===== config.mk =====
export PLATFORM = sky130hd
export DESIGN_NAME = spi_exch_word
export DESIGN_NICKNAME = d
export VERILOG_FILES = /design/src/rtl/spi_exch_word.sv
export SDC_FILE = /design/constraint.sdc
export NUM_CORES = 1
export LEC_CHECK = 0
export CAP_MARGIN = 15
export CORE_MARGIN = 2
export CORE_UTILIZATION = 60
export DETAILED_ROUTE_END_ITERATION = 10
export DONT_BUFFER_PORTS = 1
export GPL_ROUTABILITY_DRIVEN = 0
export PLACE_DENSITY = 0.76
export SLEW_MARGIN = 20
export SYNTH_ARGS = -nofsm -noshare
export SYNTH_HDL_FRONTEND = slang
export SYNTH_SLANG_ARGS = --single-unit

===== constraint.sdc =====
create_clock -name clk_i -period 3.37 [get_ports clk_i]
set_clock_uncertainty 0.1 [all_clocks]
set_input_delay 0.5055 -clock clk_i [delete_from_list [all_inputs] [get_ports clk_i]]
set_output_delay 0.5055 -clock clk_i [all_outputs]
set_load 0.01 [all_outputs]

===== src/rtl/spi_exch_word.sv =====
// spi_exch_word: SPI master exchange engine, 1..DATA_W bits per transfer.
// SCLK is divided down from clk_i. All four CPOL/CPHA modes are supported, with MSB- or LSB-first order.
// Chip-select is not handled here; the register file drives it.
//
// Ports:
//   clk_i        system clock
//   rst_i        synchronous active-high reset
//   start_i      transfer request, sampled only in IDLE
//   cpol_i       SCLK idle level
//   cpha_i       0 = sample on leading edge, 1 = sample on trailing edge
//   lsb_first_i  1 = LSB first, 0 = MSB first
//   div_i        SCLK half-period minus one, in clk_i cycles
//   len_i        bits per word minus one
//   data_i       TX word, right-justified
//   miso_i       serial input
//   busy_o       transfer in progress
//   done_o       one-cycle completion pulse
//   data_o       RX word, right-justified, zero-extended
//   sclk_o       serial clock
//   mosi_o       serial output
module spi_exch_word #(
  parameter int DATA_W = 16,
  parameter int DIV_W  = 8,
  parameter int LEN_W  = $clog2(DATA_W)
) (
  input  logic              clk_i,
  input  logic              rst_i,
  input  logic              start_i,
  input  logic              cpol_i,
  input  logic              cpha_i,
  input  logic              lsb_first_i,
  input  logic [DIV_W-1:0]  div_i,
  input  logic [LEN_W-1:0]  len_i,
  input  logic [DATA_W-1:0] data_i,
  input  logic              miso_i,
  output logic              busy_o,
  output logic              done_o,
  output logic [DATA_W-1:0] data_o,
  output logic              sclk_o,
  output logic              mosi_o
);

  // The edge counter must reach 2*DATA_W without wrapping. DATA_W <= 2**LEN_W, so 2 extra bits are enough.
  localparam int EC_W = LEN_W + 2;

  typedef enum logic [1:0] {IDLE, SHIFT, DONE} state_t;

  state_t            state;
  logic              cpol_q, cpha_q, lsb_q;
  logic [DIV_W-1:0]  div_q;
  logic [LEN_W-1:0]  len_q;
  logic [DATA_W-1:0] tx_sr, rx_sr;
  logic [DIV_W-1:0]  hp_cnt;
  logic [EC_W-1:0]   edge_cnt;

  // Keeps bits 0..len and clears the bits above len.
  function automatic logic [DATA_W-1:0] len_mask(input logic [LEN_W-1:0] len);
    logic [DATA_W-1:0] m;
    m = '0;
    for (int i = 0; i < DATA_W; i++)
      m[i] = (LEN_W'(i) <= len);
    return m;
  endfunction

  // Reverses bits 0..len and zeroes the bits above len.
  function automatic logic [DATA_W-1:0] rev_len(input logic [DATA_W-1:0] d,
                                                input logic [LEN_W-1:0]  len);
    logic [DATA_W-1:0] r;
    logic [LEN_W-1:0]  idx;
    r = '0;
    for (int i = 0; i < DATA_W; i++) begin
      idx = len - LEN_W'(i);
      if (LEN_W'(i) <= len) r[i] = d[idx];
    end
    return r;
  endfunction

  // The TX register always shifts out from bit 0. For MSB-first, the word is mirrored at load time.
  logic [DATA_W-1:0] tx_load;
  assign tx_load = lsb_first_i ? (data_i & len_mask(len_i)) : rev_len(data_i, len_i);

  // Odd edges (edge_cnt even before the increment) are leading edges.
  logic lead, sample, last;
  assign lead   = ~edge_cnt[0];
  assign sample = lead ^ cpha_q;
  assign last   = (edge_cnt == {1'b0, len_q, 1'b1});   // edge 2N is about to fire

  always_ff @(posedge clk_i) begin
    if (rst_i) begin
      state    <= IDLE;
      busy_o   <= 1'b0;
      done_o   <= 1'b0;
      data_o   <= '0;
      sclk_o   <= 1'b0;
      mosi_o   <= 1'b1;
      cpol_q   <= 1'b0;
      cpha_q   <= 1'b0;
      lsb_q    <= 1'b0;
      div_q    <= '0;
      len_q    <= '0;
      tx_sr    <= '0;
      rx_sr    <= '0;
      hp_cnt   <= '0;
      edge_cnt <= '0;
    end else begin
      done_o <= 1'b0;
      case (state)
        IDLE: begin
          mosi_o <= 1'b1;
          sclk_o <= cpol_q;
          if (start_i) begin
            cpol_q   <= cpol_i;
            cpha_q   <= cpha_i;
            lsb_q    <= lsb_first_i;
            div_q    <= div_i;
            len_q    <= len_i;
            sclk_o   <= cpol_i;
            rx_sr    <= '0;
            hp_cnt   <= '0;
            edge_cnt <= '0;
            busy_o   <= 1'b1;
            state    <= SHIFT;
            // With cpha=0, the first bit must be valid before the first leading edge.
            if (cpha_i) begin
              mosi_o <= 1'b1;
              tx_sr  <= tx_load;
            end else begin
              mosi_o <= tx_load[0];
              tx_sr  <= tx_load >> 1;
            end
          end
        end
        SHIFT: begin
          if (hp_cnt == div_q) begin
            hp_cnt   <= '0;
            sclk_o   <= ~sclk_o;
            edge_cnt <= edge_cnt + 1'b1;
            // Each edge either samples or drives, never both. No bit is driven after the final edge.
            if (sample) begin
              rx_sr <= {rx_sr[DATA_W-2:0], miso_i};
            end else if (!last) begin
              mosi_o <= tx_sr[0];
              tx_sr  <= tx_sr >> 1;
            end
            if (last) state <= DONE;
          end else begin
            hp_cnt <= hp_cnt + 1'b1;
          end
        end
        DONE: begin
          done_o <= 1'b1;
          busy_o <= 1'b0;
          mosi_o <= 1'b1;
          // RX shifts in at bit 0, so the first received bit ends up at bit len.
          // That order is already correct for MSB-first and has to be mirrored for LSB-first.
          data_o <= lsb_q ? rev_len(rx_sr, len_q) : rx_sr;
          state  <= IDLE;
        end
        default: state <= IDLE;
      endcase
    end
  end

endmodule


==> results.yml, run 1 <==
logic_synthesis:
  netlist_instances: 732
  ys_types: 64
  yosys.area_share.simple_pct: 16.8
  synth_ff_type: "dfxtp_1"
  syn_avg_cell_area_um2: 9.04
  synth-edff-count: 0
  yosys-top-cells-area: "dfxtp_1 (25%), mux4_2 (15%), mux2i_1 (6.7%)"
  ys.warnings.count: 0
  synth_fp_nets: 801
  ys_ff_latch: 83
  synth_top_area_cell: "dfxtp_1"
  synthXorXnorAreaFrac_pct: 5.54
  netlist_area_mm2: 0.00662
  synth_compound_area_share_pct: 16.9
  ys_seq_area_share_pct: 25.1
  synth_top_family_by_area: "multiplexers"
  synth_top_area_share_pct: 25.1
  synthArstFlopShare_pct: 0
  synth-adder-area-share_pct: 6.43
  muxShareOfSynthArea_pct: 23.9
die:
  io-pin-count: 55
  design.die.area_mm2: 0.0119
  coreArea_mm2: 0.0108
  dieWidth_um: 109
  die_y_um: 109
  start_util_pct: 61.3
  placement_rows: 38
clocking:
  postCtsSetupBuffers: 0
  clkLatencyLatePin_ns: 0.36
  clock-sinks: 83
  cts_made_buffers: 9
  cts.path.max_buffers: 2
  hold_buffers: 0
  post_cts_resized: 0
  cts_tree: "yes"
  clock-root-buffer: "clkbuf_8"
  clkTransAtPathRegs_ns: 0.09
  htreeDepth: 3
timing:
  fmax_mhz: 372
  finalSetupViolations: 0
  layout_worst_path_cycle_share_pct: 79.8
  rsz0062_at_grt: "no"
  fin_tns_setup_ns: 0
  hold_violations: 0
  slew_viol_final: 0
  max_slew_margin_pct: 39.8
  worst_slew_pin_slew_ns: 0.903
  fin_crit_ns: 2.69
cells_and_area:
  area_growth_pct: 3.78
  finish.net_count: 773
  n_fill_cell: 865
  drive_above_1_share_pct: 13.4
  seq_area_mm2: 0.00166
  antenna_cells: 0
  multi_input_area_mm2: 0.00461
power_and_ir_drop:
  p_per_area_mw_per_mm2: 366
  ir_drop_mv: 0.194
  p_leak_nw: 2.41
  p_total_mw: 2.51
global_route:
  grt_pass1_wl_mm: 28.0
  grt_usage_pct: 29.9
  antenna_found_initial: 0
  grt_start_max_net_pins: 84
  grt_overflow: 0
  grt_pass1_vias: 5607
routing:
  vias: 5775
  dr.pass1.iters: 5
  routedWlPerCell_um: 20.1
  drt_iter0_markers: 517
  ant_nets: 0
  wirelength_mm: 17.1
  via_per_inst: 6.80
  drc: 0
min_path:
  worstHoldPathType: "primary input to flop"
placement:
  numPortBuffers: 0
  dp.final_hpwl_mm: 12.2
critical_path:
  worstSetupPathType: "flop to flop"
  cp.arrival_ns: 2.84
  cp-start-kind: "flop"
  path_max_fanout: 11
  crit_path_end_kind: "flop"
  required_ns: 3.52
outcome:
  run_status: "finished clean"
flow_run:
  drv_cap: 0
[kinds of logic after synthesis]
group | after synthesis
compound gates | 158
xor+xnor | 41
fa+ha+maj | 34
buf+inv | 79
flops | 83
mux | 98
simple gates | 239
[report_power, final]
group          switching, mW  internal (mW)  leakage (nW)  total, mW
registers             0.0376           1.03         0.675       1.07
logic                  0.379          0.304          1.63      0.683
clock network          0.392          0.370         0.101      0.763
total                  0.809           1.70          2.41       2.51
[synth_stat cells, types with 17 or more instances]
cell      instances
a21oi_1          38
a22oi_1          20
clkbuf_1         32
dfxtp_1          83
ha_1             34
inv_1            21
mux2i_1          44
mux4_2           43
nand2_1          66
nand3_1          20
nor2_1           71
nor3_1           22
o21ai_0          17
xnor2_1          29
[routing by layer]
metal | wire length [um] | vias up | share of wire [%] | GRT usage [%]
met3 | 1300 | 52 | 7.6 | 5.56
met4 | 734 | 0 | 4.3 | 15.4
met5 | 0 | - | 0 | 0
met1 | 7010 | 2765 | 41 | 38.0
li1 | - | 2673 | - | -
met2 | 8060 | 285 | 47 | 48.4
[through the flow]
| stage | setup slack, ns | utilization, % | hold slack, ns | cell area [um^2] | instances |
|---|---|---|---|---|---|
| after CTS | 0.722 | 63.6 | 0.0883 | 6860 | 849 |
| after detailed placement | 0.339 | 61.6 | 0.352 | 6650 | 833 |
| after floorplan | 0.227 | - | 0.336 | 6620 | 732 |
| final | 0.680 | 63.6 | 0.0979 | 6870 | 849 |
| after global placement | 0.521 | 61.6 | 0.336 | 6650 | 833 |
| after global routing | 0.549 | 63.6 | 0.0852 | 6870 | 849 |
[placed cells by master, fill, tap and decap left out, types with 5 or more instances in the layout]
| cell type | synthesis | layout |
|---|---|---|
| mux4_2 | 43 | 43 |
| inv_1 | 21 | 21 |
| xor2_1 | 11 | 11 |
| clkbuf_8 | 0 | 10 |
| mux2i_1 | 44 | 44 |
| and3_1 | 5 | 5 |
| dfxtp_1 | 83 | 83 |
| a22oi_1 | 20 | 20 |
| nor3_1 | 22 | 22 |
| o21ai_0 | 17 | 17 |
| buf_4 | 2 | 16 |
| a2111oi_0 | 5 | 5 |
| o32ai_1 | 5 | 5 |
| a21oi_1 | 38 | 38 |
| a311oi_1 | 12 | 12 |
| ha_1 | 34 | 34 |
| xnor2_1 | 29 | 29 |
| mux2_2 | 8 | 8 |
| o211ai_1 | 6 | 6 |
| nand2b_1 | 9 | 9 |
| nand3_1 | 20 | 20 |
| nand2_1 | 66 | 66 |
| nand4_1 | 11 | 11 |
| o41ai_1 | 5 | 5 |
| a211oi_1 | 16 | 16 |
| a31oi_1 | 8 | 8 |
| nor4_1 | 5 | 5 |
| nor2b_1 | 11 | 11 |
| nor2_1 | 71 | 71 |
| or3_1 | 6 | 6 |
[final timing paths]
| kind | startpoint | end | slack, ns | depth (start not counted) |
|---|---|---|---|---|
| setup / recovery | len_q[0] | data_o[3] | 0.68 | 8 |
| hold / removal | rst_i | div_q[7] | 0.1 | 1 |
| setup reg to reg | len_q[0] | data_o[3] | 0.68 | 8 |
| hold reg to reg | cpol_q | cpol_q | 0.36 | 2 |
[sequential cells by signal, summed over array words and instances, names as in the netlist, 2 cells and up]
name / count
rx_sr: 16
data_o: 16
div_q: 8
edge_cnt: 6
tx_sr: 16
len_q: 4
state: 2
hp_cnt: 8
[layout make-up]
| class | instances | share of cell area (%) |
|---|---|---|
| Inverter | 24 | 1.31 |
| Timing Repair Buffer | 16 | 1.75 |
| Multi-Input combinational cell | 570 | 67.1 |
| Tap cell | 140 | 2.55 |
| Sequential cell | 83 | 24.2 |
| Clock inverter | 6 | 1.08 |
| Clock buffer | 10 | 2.00 |
[critical path, stage by stage, from the launching register on]
cell and delay (ns):
dfxtp_1 0.35, buf_4 0.20, inv_1 0.08, ha_1 0.55
mux4_2 0.59, mux2i_1 0.20, mux2i_1 0.12, a31oi_1 0.30
nor3_1 0.09
Power figures use the tool's default switching activity.
==> inputs of run 2 (changes only) <==
--- a/config.mk
+++ b/config.mk
@@ -7,11 +7,11 @@
 export LEC_CHECK = 0
 export CAP_MARGIN = 15
 export CORE_MARGIN = 2
-export CORE_UTILIZATION = 60
+export CORE_UTILIZATION = 59
 export DETAILED_ROUTE_END_ITERATION = 10
 export DONT_BUFFER_PORTS = 1
 export GPL_ROUTABILITY_DRIVEN = 0
-export PLACE_DENSITY = 0.76
+export PLACE_DENSITY = 0.78
 export SLEW_MARGIN = 20
 export SYNTH_ARGS = -nofsm -noshare
 export SYNTH_HDL_FRONTEND = slang
==> constraint.sdc (replaced) <==
create_clock -name clk_i -period 2.47 [get_ports clk_i]
set_clock_uncertainty 0.1 [all_clocks]
set_input_delay 0.3705 -clock clk_i [delete_from_list [all_inputs] [get_ports clk_i]]
set_output_delay 0.3705 -clock clk_i [all_outputs]
set_load 0.01 [all_outputs]
==> run 2 against run 1 <==
  * Core utilization grew 2.2 points
  * Clock power rose by 39%
  * Sequential share of layout area decreased by 1.0 points
  * Sequential cell count is the same
  * Critical endpoint is now tx_sr[7]
  * Final area is 4.3% higher
  * Global-route usage grew 1.7 points
  * Clock-buffer cell count did not move
  * Critical path type unchanged
  * Largest cell class unchanged
  * Highest routed layer unchanged
==> results.yml, run 2 (synthesized netlist as in run 1, its figures left out) <==
clocking:
  clock-root-buffer: "clkbuf_8"
  cts_tree: "yes"
  cts_made_buffers: 9
  clkLatencyLatePin_ns: 0.39
  clock-sinks: 83
  clkTransAtPathRegs_ns: 0.09
  htreeDepth: 3
  cts.path.max_buffers: 2
timing:
  max_slew_margin_pct: 54.9
  worst_slew_pin_slew_ns: 0.677
  fin_ws_ns: 0.103
  hold_violations: 0
  slew_viol_final: 0
  whs_ns: 0.0121
  rsz0062_at_grt: "yes"
  fmax_mhz: 422
  fin_crit_ns: 2.37
  finalSetupViolations: 0
  layout_worst_path_cycle_share_pct: 95.8
critical_path:
  worstSetupPathType: "flop to flop"
  cp-start-kind: "flop"
  crit_path_end_kind: "flop"
  rr_worst_depth: 7
  path_max_fanout: 16
  rrSetupSlack_ns: 0.10
  cp.arrival_ns: 2.54
  required_ns: 2.64
die:
  dieWidth_um: 110
  placement_rows: 38
  coreArea_mm2: 0.0109
  io-pin-count: 55
  die_y_um: 110
  start_util_pct: 60.8
  design.die.area_mm2: 0.0121
cells_and_area:
  finalCoreUtilization_pct: 65.8
  area_growth_pct: 8.28
  antenna_cells: 0
  finish.net_count: 794
  drive_above_1_share_pct: 16.8
  final_area_mm2: 0.00716
  final_common_cell: "dfxtp_1"
  n_fill_cell: 863
  final_cell_mix: "dfxtp_1 (83), nor2_1 (71), nand2_1 (66), mux2i_1 (44), mux4_2 (43)"
  top_regs: "data_o (16), rx_sr (16), tx_sr (16)"
outcome:
  run_status: "finished clean"
power_and_ir_drop:
  p_per_area_mw_per_mm2: 494
  p_int_mw: 2.38
  clkPwrFrac_pct: 29.9
  p_leak_nw: 2.56
  p_sw_share_pct: 32.7
  ir_drop_mv: 0.325
  seqPwrFrac_pct: 41.1
  netSwitchingPower_mw: 1.16
  p_total_mw: 3.54
  p_comb_share_pct: 29.0
global_route:
  grt_overflow: 0
  grt_pass1_wl_mm: 29.4
  grt_usage_pct: 31.6
  grt_pass1_vias: 5756
  grt_start_max_net_pins: 78
  antenna_found_initial: 0
routing:
  ant_nets: 0
  drt_iter0_markers: 488
  drc: 0
  routedWlPerCell_um: 20.8
  wirelength_mm: 18.1
  vias: 5924
  dr.pass1.iters: 5
  via_per_inst: 6.81
placement:
  postPlaceCellArea_mm2: 0.00685
  dp.final_hpwl_mm: 12.8
  place_ws_ns: -0.0128
  numPortBuffers: 0
min_path:
  worstHoldPathType: "primary input to flop"
  min_path_cells: 2
flow_run:
  drv_cap: 0
run 2: critical path, stage by stage, from the launching register on:
cell	delay, ns
dfxtp_1	0.37
inv_1	0.09
ha_1	0.27
o21a_1	0.21
or3_1	0.45
or2_4	0.34
a221oi_2	0.30
o32ai_1	0.11
run 2: routing by layer:
layer,wire [um],vias to the layer above,global-route usage (%)
li1,-,2717,-
met1,7190,2839,39.9
met2,8610,304,50.3
met3,1520,64,6.52
met4,809,0,17.4
met5,0,-,0
run 2: area by class of cell:
type                            instances  area (um^2)  share of cell area, %
Multi-Input combinational cell        570         4680                   65.3
Tap cell                              140          175                   2.45
Timing Repair Buffer                   37          333                   4.65
Clock buffer                           10          138                   1.92
Sequential cell                        83         1660                   23.2
Clock inverter                          6         72.6                   1.01
Inverter                               24          105                   1.47
run 2: power by group through the flow:
stage / clock [mW] / combinational (mW) / sequential [mW]
6_report: 1.06 / 1.03 / 1.46
5_1_grt: 1.13 / 1.11 / 1.46
4_1_cts: 1.08 / 0.997 / 1.45
3_5_place_dp: 0 / 0.965 / 1.48
3_3_place_gp: 0 / 0.933 / 1.48
2_1_floorplan: 0 / 0.817 / 1.47
run 2: timing repair:
| action | in CTS | in global routing |
|---|---|---|
| pin swaps | 0 | 1 |
| buffers inserted | 0 | 1 |
| endpoints found under the hold margin | 77 | 0 |
| hold buffers | 5 | 0 |
| gates resized for setup | 1 | 7 |
| setup endpoints to repair | 1 | 11 |
run 2: final timing paths:
| path | from | to |
|---|---|---|
| max | state[0] | tx_sr[7] |
| min reg2reg | cpol_q | cpol_q |
| min | len_i[3] | len_q[3] |
| max reg2reg | state[0] | tx_sr[7] |
run 2: stage by stage:
stage | cells | TNS, ns
after floorplan | 732 | -0.990
after global placement | 848 | 0
after detailed placement | 848 | -0.0128
after CTS | 869 | 0
after global routing | 870 | -0.000485
final | 870 | 0
==> inputs of run 3 (changes only) <==
--- a/config.mk
+++ b/config.mk
@@ -5,13 +5,13 @@
 export SDC_FILE = /design/constraint.sdc
 export NUM_CORES = 1
 export LEC_CHECK = 0
+export BUFFER_PORTS_ARGS = -buffer_cell sky130_fd_sc_hd__buf_4
 export CAP_MARGIN = 15
 export CORE_MARGIN = 2
-export CORE_UTILIZATION = 59
+export CORE_UTILIZATION = 55
 export DETAILED_ROUTE_END_ITERATION = 10
-export DONT_BUFFER_PORTS = 1
 export GPL_ROUTABILITY_DRIVEN = 0
-export PLACE_DENSITY = 0.78
+export PLACE_DENSITY = 0.77
 export SLEW_MARGIN = 20
 export SYNTH_ARGS = -nofsm -noshare
 export SYNTH_HDL_FRONTEND = slang
==> run 3 against run 2 <==
  * Final area grew 9.3%
  * Via count rose by 5.1%
  * Maximum frequency grew 0.95%
  * Sequential power about the same
  * Global-route usage shrank 3.4 points
==> results.yml, run 3 (synthesized netlist as in run 1, its figures left out) <==
cells_and_area:
  top_regs: "data_o (16), rx_sr (16), tx_sr (16)"
  n_fill_cell: 918
  multi_input_area_mm2: 0.00467
  stdcell_count: 951
  area_growth_pct: 18.4
  finish.net_count: 868
  finalCoreUtilization_pct: 66.0
  antenna_cells: 0
  seq_area_mm2: 0.00166
  final_cell_mix: "buf_4 (108), dfxtp_1 (83), nor2_1 (71), nand2_1 (66), mux2i_1 (44)"
  final_common_cell: "buf_4"
  drive_above_1_share_pct: 24.5
routing:
  via_per_inst: 6.55
  wirelength_mm: 17.8
  vias: 6228
  routedWlPerCell_um: 18.8
  drt_iter0_markers: 540
  ant_nets: 0
  drc: 0
  dr.pass1.iters: 7
timing:
  slew_viol_final: 0
  fin_crit_ns: 2.35
  worst_slew_pin_slew_ns: 0.646
  finalSetupViolations: 0
  rsz0062_at_grt: "no"
  fmax_mhz: 426
  hold_violations: 0
  layout_worst_path_cycle_share_pct: 94.9
  fin_ws_ns: 0.125
  max_slew_margin_pct: 56.3
die:
  io-pin-count: 55
  design.die.area_mm2: 0.0129
  coreArea_mm2: 0.0119
  die_y_um: 114
  placement_rows: 40
  start_util_pct: 55.8
  dieWidth_um: 114
clocking:
  clock-root-buffer: "clkbuf_16"
  hold_buffers: 0
  clock-sinks: 83
  cts_tree: "yes"
  clkTransAtPathRegs_ns: 0.06
  htreeDepth: 3
  cts.path.max_buffers: 2
  clkLatencyLatePin_ns: 0.34
  cts_made_buffers: 9
  postCtsSetupBuffers: 0
placement:
  numPortBuffers: 54
  place_ws_ns: -0.204
  dp.final_hpwl_mm: 13.1
  dp.cells: 935
critical_path:
  critPathSlowestCell: "mux4_2"
  max_stage_delay_ns: 0.54
  crit_chain: "buf_4 -> buf_12 -> mux4_2 -> mux4_2 -> mux2i_1 -> a41oi_1 -> mux2i_1 -> nand2_1"
  path_delay_family: "multiplexers"
  critPathBufInv: 2
  rrSetupSlack_ns: 0.13
  cp-start-kind: "primary input"
  crit_path_end_kind: "flop"
  r2r-end: "tx_sr[7]"
  r2r_start: "state[0]"
  path_max_fanout: 24
  cp.arrival_ns: 2.48
  worstSetupPathType: "primary input to flop"
  rr_worst_depth: 7
  required_ns: 2.60
outcome:
  run_status: "finished clean"
power_and_ir_drop:
  p_leak_nw: 2.98
  p_per_area_mw_per_mm2: 531
  ir_drop_mv: 0.368
  p_total_mw: 4.16
min_path:
  min_path_cells: 3
  worstHoldPathType: "primary input to flop"
  worstHoldStart: "div_i[7]"
  whs_endpoint: "div_q[7]"
flow_run:
  drv_cap: 0
global_route:
  grt_pass1_vias: 5985
  grt_usage_pct: 28.1
  antenna_found_initial: 0
  grt_start_max_net_pins: 48
  grt_overflow: 0
  grt_pass1_wl_mm: 29.5
## run 3: cell type report
class	count	area share, %
clock inverters	3	0.879
multi-input cells	570	59.6
flip-flops and latches	83	21.2
clock buffers	13	3.45
repair buffers	111	11.1
well taps	147	2.35
inverters	24	1.34
## run 3: report_power, final
| group | switching [mW] | internal (mW) | total, mW |
|---|---|---|---|
| sequential | 0.0457 | 1.41 | 1.45 |
| combinational | 0.653 | 0.547 | 1.20 |
| clock | 0.536 | 0.970 | 1.51 |
| total | 1.23 | 2.92 | 4.16 |
## run 3: worst register-to-register path: cells and delay by family (launching register included)
family / cells / cell delay (ns)
DFF: 1 / 0.36
buffers and inverters: 1 / 0.10
AOI/OAI and AO/OA: 3 / 0.65
and+or+nand+nor: 2 / 0.75
adders and majority gates: 1 / 0.26
## run 3: metrics by stage
step	area, um^2	hold WS, ns	setup TNS, ns
after floorplan	6750	0.336	-0.990
after global placement	7470	0.344	-0.674
after detailed placement	7470	0.353	-1.64
after CTS	7820	0.169	0
after global routing	7830	0.176	0
final	7830	0.173	0
## run 3: how the worst max path moves through the flow
stage | from | to | cells past startpoint
6_report | len_i[1] | mosi_o | 8
5_1_grt | state[0] | tx_sr[6] | 8
4_1_cts | len_q[0] | data_o[3] | 7
3_5_place_dp | len_i[1] | mosi_o | 8
3_3_place_gp | len_i[1] | mosi_o | 8
2_1_floorplan | len_i[0] | tx_sr[3] | 10
## run 3: what timing repair did
item	4_1_cts	5_1_grt
pin swaps	0	0
setup endpoints to repair	1	5
gates cloned	0	0
resized for setup	1	3
## run 3: metal layers
metal	GRT usage, %	vias up	share of wire (%)
met5	0	-	0
met1	37.0	3027	42
met2	46.3	289	49
li1	-	2864	-
met3	3.61	48	6.5
met4	13.1	0	3.3
